File: config.mk
export PLATFORM = sky130hd
export DESIGN_NAME = acc_cpu_flat
export DESIGN_NICKNAME = d
export VERILOG_FILES = /design/src/rtl/cpu_pkg.sv /design/src/rtl/acc_cpu_if.sv /design/src/rtl/acc_decoder.sv /design/src/rtl/acc_cpu.sv /design/src/flat_wrapper.sv
export SDC_FILE = /design/constraint.sdc
export NUM_CORES = 1
export LEC_CHECK = 0
export ABC_CLOCK_PERIOD_IN_PS = 9100
export CORE_UTILIZATION = 41
export CTS_BUF_LIST = sky130_fd_sc_hd__clkbuf_8
export DETAILED_ROUTE_END_ITERATION = 8
export GPL_ROUTABILITY_DRIVEN = 0
export GPL_TIMING_DRIVEN = 0
export MAX_ROUTING_LAYER = met4
export RECOVER_POWER = 25
export SYNTH_ARGS = -nofsm -noshare
export SYNTH_HDL_FRONTEND = slang
export SYNTH_SLANG_ARGS = --single-unit
File: constraint.sdc
create_clock -name clk -period 9.1 [get_ports clk]
set_input_delay 2.275 -clock clk [delete_from_list [all_inputs] [get_ports clk]]
set_output_delay 2.275 -clock clk [all_outputs]
set_load 0.005 [all_outputs]
File: src/rtl/cpu_pkg.sv
`default_nettype none
// ---------------------------------------------------------------------
// cpu_pkg : opcode, addressing-mode and state encodings plus ALU helper
// Rev 1.0
// ---------------------------------------------------------------------
package cpu_pkg;

  localparam int c_WORD_W = 16;

  typedef enum logic [3:0] {
    OP_NOP    = 4'h0,
    OP_LOAD   = 4'h1,
    OP_STORE  = 4'h2,
    OP_ADD    = 4'h3,
    OP_SUB    = 4'h4,
    OP_AND    = 4'h5,
    OP_OR     = 4'h6,
    OP_XOR    = 4'h7,
    OP_JMP    = 4'h8,
    OP_JZ     = 4'h9,
    OP_JN     = 4'hA,
    OP_OUT_LO = 4'hB,
    OP_OUT_HI = 4'hC,
    OP_IN     = 4'hD,
    OP_HALT   = 4'hE,
    OP_ILL    = 4'hF
  } opcode_e;

  typedef enum logic [1:0] {
    MODE_NONE = 2'b00,
    MODE_IMM  = 2'b01,
    MODE_DIR  = 2'b10,
    MODE_ILL  = 2'b11
  } mode_e;

  typedef enum logic [3:0] {
    S_IDLE       = 4'd0,
    S_FETCH      = 4'd1,
    S_FETCH_WAIT = 4'd2,
    S_EXEC       = 4'd3,
    S_OPER_WAIT  = 4'd4,
    S_DATA       = 4'd5,
    S_DATA_WAIT  = 4'd6,
    S_HALT       = 4'd7,
    S_TRAP       = 4'd8
  } state_e;

  // Accumulator update for the data-processing opcodes; others keep acc.
  function automatic logic [c_WORD_W-1:0] alu(input opcode_e op,
                                              input logic [c_WORD_W-1:0] a,
                                              input logic [c_WORD_W-1:0] b);
    case (op)
      OP_LOAD: alu = b;
      OP_ADD:  alu = a + b;
      OP_SUB:  alu = a - b;
      OP_AND:  alu = a & b;
      OP_OR:   alu = a | b;
      OP_XOR:  alu = a ^ b;
      default: alu = a;
    endcase
  endfunction

endpackage
`default_nettype wire

File: src/rtl/acc_cpu_if.sv
`default_nettype none
// ---------------------------------------------------------------------
// acc_cpu_if : word-addressed memory bus with start pulses and busy
// Rev 1.0
// ---------------------------------------------------------------------
interface acc_cpu_if #(
  parameter int ADDR_W = 16
);
  logic [ADDR_W-1:0] mem_addr;
  logic [15:0]       mem_wdata;
  logic              mem_rd;
  logic              mem_wr;
  logic [15:0]       mem_rdata;
  logic              mem_busy;

  modport master (output mem_addr, mem_wdata, mem_rd, mem_wr,
                  input  mem_rdata, mem_busy);
  modport slave  (input  mem_addr, mem_wdata, mem_rd, mem_wr,
                  output mem_rdata, mem_busy);
endinterface
`default_nettype wire

File: src/rtl/acc_decoder.sv
`default_nettype none
// ---------------------------------------------------------------------
// acc_decoder : opcode/mode split, legality and operand-needed flags
// Rev 1.0
// ---------------------------------------------------------------------
module acc_decoder
  import cpu_pkg::*;
(
  input  wire [5:0] field,
  output opcode_e   opcode,
  output mode_e     mode,
  output logic      legal,
  output logic      needs_oper
);

  always_comb begin
    opcode = opcode_e'(field[5:2]);
    mode   = mode_e'(field[1:0]);
    legal  = 1'b0;
    case (opcode)
      OP_NOP, OP_OUT_LO, OP_OUT_HI, OP_IN, OP_HALT:
        legal = (mode == MODE_NONE);
      OP_LOAD, OP_ADD, OP_SUB, OP_AND, OP_OR, OP_XOR:
        legal = (mode == MODE_IMM) || (mode == MODE_DIR);
      OP_STORE:
        legal = (mode == MODE_DIR);
      OP_JMP, OP_JZ, OP_JN:
        legal = (mode == MODE_IMM);
      default:
        legal = 1'b0;
    endcase
    needs_oper = legal && (mode != MODE_NONE);
  end

endmodule
`default_nettype wire

File: src/rtl/acc_cpu.sv
`default_nettype none
// ---------------------------------------------------------------------
// acc_cpu : multi-cycle 16-bit accumulator CPU on a busy-handshake bus
// Rev 1.0
// ---------------------------------------------------------------------
module acc_cpu
  import cpu_pkg::*;
#(
  parameter int               ADDR_W   = 16,
  parameter logic [ADDR_W-1:0] RESET_PC = '0
) (
  input  wire        clk,
  input  wire        rst_n,
  input  wire        step,
  input  wire        run,
  output logic       busy,
  output logic       halt,
  output logic       trap,
  input  wire  [7:0] data_in,
  output logic [7:0] data_out,
  acc_cpu_if.master  mem
);

  state_e              r_state;
  logic [ADDR_W-1:0]   r_pc;
  logic [ADDR_W-1:0]   r_addr;
  logic [c_WORD_W-1:0] r_acc;
  logic [c_WORD_W-1:0] r_wdata;
  logic [5:0]          r_inst;   // bits [9:0] carry no meaning, only the decode field is kept
  logic                r_rd;
  logic                r_wr;
  logic [7:0]          r_dout;

  logic [5:0]          w_dec_field;
  opcode_e             w_op;
  mode_e               w_mode;
  logic                w_legal;
  logic                w_needs_oper;
  logic [ADDR_W-1:0]   w_pc_inc1;
  logic [ADDR_W-1:0]   w_pc_inc2;
  logic [ADDR_W-1:0]   w_oper_addr;

  // Decoding the incoming word in FETCH_WAIT lets the operand read pulse during EXEC.
  assign w_dec_field = (r_state == S_FETCH_WAIT) ? mem.mem_rdata[15:10] : r_inst;
  assign w_pc_inc1   = r_pc + ADDR_W'(1);
  assign w_pc_inc2   = r_pc + ADDR_W'(2);
  assign w_oper_addr = ADDR_W'(mem.mem_rdata);

  acc_decoder u_dec (
    .field      (w_dec_field),
    .opcode     (w_op),
    .mode       (w_mode),
    .legal      (w_legal),
    .needs_oper (w_needs_oper)
  );

  always_ff @(posedge clk) begin
    if (!rst_n) begin
      r_state <= S_IDLE;
      r_pc    <= RESET_PC;
      r_addr  <= '0;
      r_acc   <= '0;
      r_wdata <= '0;
      r_inst  <= '0;
      r_rd    <= 1'b0;
      r_wr    <= 1'b0;
      r_dout  <= '0;
    end else begin
      r_rd <= 1'b0;
      r_wr <= 1'b0;
      case (r_state)
        S_IDLE: begin
          if (step || run) begin
            r_state <= S_FETCH;
            r_rd    <= 1'b1;
            r_addr  <= r_pc;
          end
        end
        S_FETCH: r_state <= S_FETCH_WAIT;
        S_FETCH_WAIT: begin
          if (!mem.mem_busy) begin
            r_inst  <= mem.mem_rdata[15:10];
            r_state <= S_EXEC;
            if (w_needs_oper) begin
              r_rd   <= 1'b1;
              r_addr <= w_pc_inc1;
            end
          end
        end
        S_EXEC: begin
          if (!w_legal) begin
            r_state <= S_TRAP;
          end else if (w_needs_oper) begin
            r_state <= S_OPER_WAIT;
          end else if (w_op == OP_HALT) begin
            r_state <= S_HALT;
          end else begin
            r_state <= S_IDLE;
            r_pc    <= w_pc_inc1;
            case (w_op)
              OP_OUT_LO: r_dout <= r_acc[7:0];
              OP_OUT_HI: r_dout <= r_acc[15:8];
              OP_IN:     r_acc  <= {8'h00, data_in};
              default:   ;
            endcase
          end
        end
        S_OPER_WAIT: begin
          if (!mem.mem_busy) begin
            if (w_mode == MODE_IMM) begin
              r_state <= S_IDLE;
              case (w_op)
                OP_JMP:  r_pc <= w_oper_addr;
                OP_JZ:   r_pc <= (r_acc == '0) ? w_oper_addr : w_pc_inc2;
                OP_JN:   r_pc <= r_acc[15] ? w_oper_addr : w_pc_inc2;
                default: begin
                  r_acc <= alu(w_op, r_acc, mem.mem_rdata);
                  r_pc  <= w_pc_inc2;
                end
              endcase
            end else begin
              r_state <= S_DATA;
              r_addr  <= w_oper_addr;
              if (w_op == OP_STORE) begin
                r_wr    <= 1'b1;
                r_wdata <= r_acc;
              end else begin
                r_rd <= 1'b1;
              end
            end
          end
        end
        S_DATA: r_state <= S_DATA_WAIT;
        S_DATA_WAIT: begin
          if (!mem.mem_busy) begin
            if (w_op != OP_STORE) r_acc <= alu(w_op, r_acc, mem.mem_rdata);
            r_pc    <= w_pc_inc2;
            r_state <= S_IDLE;
          end
        end
        default: ;  // HALT and TRAP hold until reset
      endcase
    end
  end

  assign busy          = (r_state != S_IDLE) && (r_state != S_HALT) && (r_state != S_TRAP);
  assign halt          = (r_state == S_HALT);
  assign trap          = (r_state == S_TRAP);
  assign data_out      = r_dout;
  assign mem.mem_addr  = r_addr;
  assign mem.mem_wdata = r_wdata;
  assign mem.mem_rd    = r_rd;
  assign mem.mem_wr    = r_wr;

endmodule
`default_nettype wire

File: src/flat_wrapper.sv
// flat-port wrapper written by rule: the top's interface ports become plain ports
module acc_cpu_flat import cpu_pkg::*;
#(
  parameter int               ADDR_W   = 16,
  parameter logic [ADDR_W-1:0] RESET_PC = '0
)
  (clk, rst_n, step, run, busy, halt, trap, data_in, data_out, mem_mem_addr, mem_mem_wdata, mem_mem_rd, mem_mem_wr, mem_mem_rdata, mem_mem_busy);
  acc_cpu_if #(.ADDR_W(ADDR_W)) mem_i ();
  input  wire clk;
  input  wire rst_n;
  input  wire step;
  input  wire run;
  output logic busy;
  output logic halt;
  output logic trap;
  input  wire  [7:0] data_in;
  output logic [7:0] data_out;
  output wire logic [$bits(mem_i.mem_addr)-1:0] mem_mem_addr;
  output wire logic [$bits(mem_i.mem_wdata)-1:0] mem_mem_wdata;
  output wire logic [$bits(mem_i.mem_rd)-1:0] mem_mem_rd;
  output wire logic [$bits(mem_i.mem_wr)-1:0] mem_mem_wr;
  input wire logic [$bits(mem_i.mem_rdata)-1:0] mem_mem_rdata;
  input wire logic [$bits(mem_i.mem_busy)-1:0] mem_mem_busy;
  assign mem_mem_addr = mem_i.mem_addr;
  assign mem_mem_wdata = mem_i.mem_wdata;
  assign mem_mem_rd = mem_i.mem_rd;
  assign mem_mem_wr = mem_i.mem_wr;
  assign mem_i.mem_rdata = mem_mem_rdata;
  assign mem_i.mem_busy = mem_mem_busy;
  acc_cpu #(.ADDR_W(ADDR_W), .RESET_PC(RESET_PC)) u_core (.clk(clk), .rst_n(rst_n), .step(step), .run(run), .busy(busy), .halt(halt), .trap(trap), .data_in(data_in), .data_out(data_out), .mem(mem_i));
endmodule
==> results of run 1 <==
-- layer usage --
metal / vias to the layer above / share of wire / track usage
li1: 3615 / - / -
met1: 3753 / 0.44 / 0.3950
met2: 382 / 0.44 / 0.4485
met3: 51 / 0.097 / 0.06583
met4: 0 / 0.023 / 0.09912
met5: - / 0 / -
-- area by class of cell --
cell class                      instances  area [um^2]  share of cell area
Clock inverter                          5        51.30            0.006182
Inverter                               45        168.9             0.02036
Multi-Input combinational cell        729         4918              0.5927
Clock buffer                           11        151.4             0.01824
Timing Repair Buffer                   72        720.7             0.08685
Sequential cell                        84         1682              0.2027
Buffer                                 78        330.3             0.03981
Tap cell                              220        275.3             0.03317
-- sequential cells by signal, indices dropped and copies added, names as in the netlist --
signal and cells:
u_core.r_inst 6, u_core.mem.mem_wdata 16, u_core.mem.mem_rd 1, u_core.r_pc 16, u_core.r_state 4, u_core.r_acc 16, u_core.data_out 8, u_core.mem.mem_addr 16
u_core.mem.mem_wr 1
-- worst reg2reg max path: cells and delay by family (launching register included) --
kind,cells,cell delay [ns]
DFF,1,0.48
muxes,1,0.25
and+or+nand+nor,3,0.86
buffers and inverters,3,0.82
adders and majority gates,1,0.50
AOI/OAI and AO/OA,7,1.95
-- cells by family after synthesis --
| group | after synthesis | share of synthesized area |
|---|---|---|
| buf+inv | 123 | 0.07032 |
| fa+ha+maj | 54 | 0.09623 |
| compound gates | 303 | 0.2927 |
| xor+xnor | 34 | 0.04194 |
| mux | 44 | 0.06309 |
| flops | 84 | 0.2369 |
| simple gates | 294 | 0.1988 |
-- power groups by stage --
stage               Combinational (mW)  Clock, mW  Sequential [mW]
floorplan                        0.671          0            0.462
global placement                 0.980          0            0.477
detailed placement               0.984          0            0.477
CTS                              0.988      0.293            0.468
global route                      1.09      0.310            0.476
finish                            1.01      0.287            0.469
-- placed cells by master (no fill, tap or decap), types with 26 or more instances in the layout --
cell type / count
nor3_1: 26
nand2_1: 65
inv_1: 46
dlygate4sd3_1: 32
xnor2_1: 29
a21oi_1: 69
clkbuf_1: 62
mux2i_1: 38
nor2_1: 103
clkdlybuf4s50_1: 40
dfxtp_1: 84
o21ai_0: 68
ha_1: 53
-- through the flow --
step           power (mW)  hold WS [ns]  worst slack, ns  area (um^2)
3_3_place_gp        1.457        0.4682            1.930         8095
3_5_place_dp        1.461        0.4845            1.963         8095
6_report            1.762        0.4921            2.176         8298
5_1_grt             1.875        0.5162            1.758         8298
4_1_cts             1.749        0.4992            2.333         8298
2_1_floorplan       1.134        0.4541            3.317         7099
-- worst paths after layout --
| check | slack, ns | cells after the start | to |
|---|---|---|---|
| worst min-delay path | 0.49 | 2 | u_core.r_inst[0] |
| worst max-delay path | 2.18 | 17 | u_core.r_acc[12] |
| worst min register to register | 0.49 | 2 | u_core.r_inst[0] |
| worst max register to register | 4.13 | 15 | u_core.r_acc[12] |
==> key figures, run 1 <==
Hold path
  – Worst hold path class: flop to flop
  – Hold path startpoint: u_core.r_inst[0]

STA
  – Post-route clock period utilization: 0.7609
  – Rel. slew slack: 0.1979
  – Worst-Margin Slew: 1.199 ns
  – Pins Over Slew Limit: 0
  – Min cycle time layout: roughly 6.9 ns
  – Clock skew: approximately 0.012 ns
  – Max frequency: between 100 and 150 MHz
  – Final Hold Fails: 0
  – TNS Setup: 0 ns
  – Final setup violation count: 0
  – RSZ-0062 raised after global routing: false

Final layout
  – Layout cells sized above 1: 0.04883
  – Non-Filler Instances: between 1000 and 1500
  – Nets: approximately 1100
  – Fill cells: 1726
  – Util after Layout: 0.4951
  – ANT cells: 0
  – Layout overhead on the synthesized area: 16.88%

CTS
  – Setup Buffers After CTS: 0
  – Root buf cell: clkbuf_8
  – Skew-Pair Late Insertion Delay: a little under 0.4 ns
  – H-tree depth: 3
  – CTS tree: yes
  – Clk buf depth: 2
  – # hold bufs at CTS: 0
  – Post-CTS resize count: 0
  – Clk sink count: 84
  – Worst-path clk slew: approximately 0.090 ns
  – Number of buffers created by CTS: 9

Worst setup path
  – Most frequent CP cell: clkbuf_1
  – WP data required: between 9 and 10 ns
  – R2R Path Start: u_core.r_state[1]
  – Worst path arrival time: between 7 and 8 ns
  – Critical path startpoint category: input port
  – Worst path slowest cell: clkbuf_1
  – CP top delay family: compound AO/OA/AOI/OAI gates
  – Slowest cell delay on critical path: approximately 0.54 ns
  – Crit-path cells: clkdlybuf4s50_1, clkbuf_1, clkbuf_1, nor3b_1, mux2i_1, nand2b_1, clkbuf_1, nor2_1, a21oi_1, fa_1, a211oi_1, nor2_1, o311a_1, o311a_1, o21ai_0, a31oi_1, o41ai_1
  – Kind of critical path: input port to flop
  – Crit path max fanout: 10
  – CP startpoint: mem_mem_rdata[14]
  – Crit path capture type: flop
  – WP buf/inv: 4

Run
  – Maxcap violations: 0

Logic synthesis
  – Synthesized area: ~7100 um^2
  – Most common cell in the netlist: nor2_1
  – Area share of the largest cell type after synthesis: 0.2369
  – Avg Inst Size Synth: about 7.6 um^2
  – Post-synth EDFFs: 0
  – Distinct cells, synth: just under 80
  – Post-synth top cells: nor2_1 (103), dfxtp_1 (84), a21oi_1 (69), o21ai_0 (68), nand2_1 (65)
  – Synth top area cells: dfxtp_1 (24%), ha_1 (9.3%), nor2_1 (5.4%), mux2i_1 (5.4%), a21oi_1 (4.9%)
  – Prevailing post-synth register cell: dfxtp_1
  – Yosys Warn Count: 0
  – Async SR Flop Fraction: 0
  – Cell accounting for the most synthesized area: dfxtp_1
  – Seq cells post-synth: between 80 and 90
  – Mapped Nets: between 1000 and 1500
  – Cells after Synth: around 940
  – Register area share after synthesis: 0.2369

Outcome
  – Status: completed

Pwr
  – Part of the power in combinational logic: 0.571
  – Clock share of power: 0.163
  – Switching share of total power: 0.4802
  – Leak: approximately 3.2 nW
  – Peak VDD IR: around 0.00011 V
  – P per Cell Area: around 210 nW/um^2
  – Seq pwr share: 0.266
  – Int Power: around 0.9 mW
  – Switch Pwr: 0.8463 mW

Floorplanning
  – Die Ht: 133.6 um
  – Initial core utilization: 0.4236
  – Die Width: ~130 um
  – Top-level I/O count: between 70 and 80
  – Rows: 47
  – Area of the die: around 18000 um^2
  – Core Box Area: between 15000 and 20000 um^2

Drt
  – Routed vias: between 7000 and 8000
  – Post-route ant nets: 0
  – Avg WL per Cell: 21.06 um
  – Number of remaining DRC errors: 0
  – Detailed Routing Iterations Pass 1: 7
  – Initial DRC count: 884
  – Vias/cell: between 6 and 7
  – Post-Route WL: approximately 26 mm

Global route
  – Initial antenna violation count: 0
  – Vias in the first global route: ~7000
  – Tot GR Track Use: 0.2989
  – Total grt overflow: 0
  – Pin count of the biggest net entering global routing: 14
  – First-pass GRT wire length: 39.83 mm

Placement
  – Post-DP HPWL: 19.32 mm
  – IO Port Bufs: just over 70
  – Placed instance count: 1228
Power figures use the tool's default switching activity.
==> run 2: changes to the inputs <==
Settings changed: ABC_CLOCK_PERIOD_IN_PS 9100 to 5750.
Clock period 9.1 ns to 5.75 ns, I/O delays scaled along.
==> key figures, run 2 (same netlist as run 1, synthesis figures left out) <==
Drt
  – Detailed Routing Iterations Pass 1: 6 (was 7)
  – Initial DRC count: 957 (was 884)
  – Post-Route WL: 26.21 mm (was 26.20 mm)
  – Avg WL per Cell: 21.07 um (was 21.06 um)
  – Post-route ant nets: 0 (unchanged)
  – Vias/cell: 6.288 (was 6.271)
  – Number of remaining DRC errors: 0 (unchanged)
  – Routed vias: 7822 (was 7801)

Global route
  – First-pass GRT wire length: 39.83 mm (unchanged)
  – Vias in the first global route: 7025 (unchanged)
  – GRT met1 Usage: 0.3950 (unchanged)
  – GR peak layer: met2 (unchanged)
  – Pin count of the biggest net entering global routing: 14 (unchanged)
  – Total grt overflow: 0 (unchanged)
  – Tot GR Track Use: 0.2989 (unchanged)
  – Initial antenna violation count: 0 (unchanged)
  – M3 GR Usage: 0.06583 (unchanged)
  – GR Util met2: 0.4485 (unchanged)

STA
  – Final Hold Fails: 0 (unchanged)
  – Clock skew: 0.01237 ns (was 0.01186 ns)
  – Pins Over Slew Limit: 0 (unchanged)
  – Rel. slew slack: 0.1761 (was 0.1979)
  – TNS Setup: 0 ns (unchanged)
  – Worst-Margin Slew: 1.232 ns (was 1.199 ns)
  – Max frequency: 187.2 MHz
  – Final setup violation count: 0 (unchanged)
  – Min cycle time layout: roughly 5.3 ns
  – RSZ-0062 raised after global routing: false (unchanged)
  – Post-route clock period utilization: 0.9290

CTS
  – H-tree depth: 3 (unchanged)
  – Skew-Pair Late Insertion Delay: 0.38 ns (was 0.39 ns)
  – Worst-path clk slew: 0.09 ns (about the same)
  – Number of buffers created by CTS: 9 (unchanged)
  – CTS tree: yes (unchanged)
  – Clk buf depth: 2 (unchanged)
  – Clk sink count: 84 (unchanged)
  – Root buf cell: clkbuf_8 (unchanged)

Floorplanning
  – Die Ht: 133.6 um (unchanged)
  – Initial core utilization: 0.4236 (unchanged)
  – Area of the die: 17850 um^2 (unchanged)
  – Die Width: 133.6 um (unchanged)
  – Rows: 47 (unchanged)
  – Core Box Area: 16760 um^2 (unchanged)
  – Top-level I/O count: 74 (unchanged)

Worst setup path
  – Critical path startpoint category: input port (unchanged)
  – Crit path max fanout: 10 (unchanged)
  – Worst path arrival time: 5.60 ns (was 7.20 ns)
  – Crit path capture type: flop (unchanged)
  – WP data required: 6.00 ns (was 9.38 ns)
  – Kind of critical path: input port to flop (unchanged)
  – R2R Path Start: u_core.r_state[2] (was u_core.r_state[1])
  – Worst R2R Setup Slack: 0.94 ns (was 4.13 ns)
  – R2R Path End: u_core.r_pc[3] (was u_core.r_acc[12])
  – Worst R2R Path Depth: 16 (was 15)

Pwr
  – P per Cell Area: 336.0 nW/um^2 (was 212.4 nW/um^2)
  – Peak VDD IR: 0.0001698 V (was 0.0001072 V)
  – Leak: 3.179 nW (was 3.160 nW)

Final layout
  – Layout cells sized above 1: 0.05664 (was 0.04883)
  – Nets: 1102 (unchanged)
  – Commonest non-fill, non-tap cell in the layout: nor2_1 (unchanged)
  – Fill cells: 1728 (was 1726)
  – Post-route cell area: 8322 um^2 (was 8298 um^2)
  – ANT cells: 0 (unchanged)
  – Commonest cells after routing, fill and taps aside: nor2_1 (103), dfxtp_1 (84), a21oi_1 (69) (unchanged)
  – Layout overhead on the synthesized area: 17.22% (was 16.88%)

Hold path
  – Worst hold path class: flop to flop (unchanged)
  – Hold path startpoint: u_core.r_inst[0] (unchanged)
  – Hold Path Cell Cnt: 2 (unchanged)
  – WHS Endpoint: u_core.r_inst[0] (unchanged)

Placement
  – IO Port Bufs: 72 (unchanged)
  – Cell Area, Placed: 8095 um^2 (unchanged)
  – Post-DP HPWL: 19.32 mm (unchanged)

Run
  – Maxcap violations: 0 (unchanged)

Outcome
  – Status: completed (unchanged)
run 2: changes by cell type in the layout (fill, tap and decap cells not counted):
cell / change
a211oi_1: -1
a211oi_2: +1
buf_1: -1
buf_2: +2
buf_4: +1
clkbuf_1: -4
clkbuf_2: +2
fa_1: -1
fa_2: +1
o41ai_1: -1
o41ai_2: +1
run 2: worst max-delay path: stages:
cell and delay [ns]:
clkdlybuf4s50_1 0.52, buf_2 0.22, buf_4 0.23, nor3b_1 0.19
mux2i_1 0.12, nand2b_1 0.28, buf_2 0.25, nor2_1 0.10
a21oi_1 0.09, fa_2 0.43, a211oi_2 0.27, nor2_1 0.09
o311a_1 0.35, o311a_1 0.39, or3_1 0.31, a31oi_1 0.22
o41ai_2 0.10
run 2: per-layer routing:
layer | wire length [um] | vias up
met4 | 635 | 0
met5 | 0 | -
met2 | 11640 | 403
met3 | 2328 | 51
li1 | - | 3629
met1 | 11600 | 3739
run 2: how the worst max path moves through the flow:
stage,endpoint,start
after floorplan,u_core.r_acc[12],mem_mem_rdata[14]
after global placement,u_core.r_acc[12],mem_mem_rdata[14]
after detailed placement,u_core.r_acc[12],mem_mem_rdata[14]
after CTS,u_core.r_acc[12],mem_mem_rdata[14]
after global routing,u_core.r_acc[12],mem_mem_rdata[14]
final,u_core.r_acc[12],mem_mem_rdata[14]
run 2: layout make-up:
class	instances	area, um^2	share of cell area
Clock buffer	11	151.4	0.01819
Buffer	78	339.1	0.04075
Clock inverter	5	51.30	0.006164
Inverter	45	168.9	0.02030
Timing Repair Buffer	72	720.7	0.08660
Tap cell	220	275.3	0.03308
Sequential cell	84	1682	0.2021
Multi-Input combinational cell	729	4933	0.5928
run 2: through the flow:
stage / total power [mW] / hold slack, ns / setup slack (ns) / std cells / utilization
floorplan: 1.794 / 0.4541 / 0.8046 / 936 / -
global placement: 2.306 / 0.4682 / -0.5829 / 1228 / 0.4830
detailed placement: 2.313 / 0.4845 / -0.5496 / 1228 / 0.4830
CTS: 2.769 / 0.4992 / 0.0009015 / 1244 / 0.4952
global route: 2.973 / 0.5162 / 0.08266 / 1244 / 0.4965
finish: 2.796 / 0.4917 / 0.4082 / 1244 / 0.4965
run 2: power breakdown:
part           total (mW)  internal [mW]  switching (mW)  leakage [nW]
logic                1.60          0.571            1.03          2.39
registers           0.742          0.660          0.0814         0.681
clock network       0.454          0.222           0.233         0.107
total                2.80           1.45            1.34          3.18
run 2: repair_timing:
item                                    4_1_cts  5_1_grt
setup buffers                                 0        0
resized for setup                             1       15
endpoints found under the setup margin        3        9
hold buffers                                  0        0
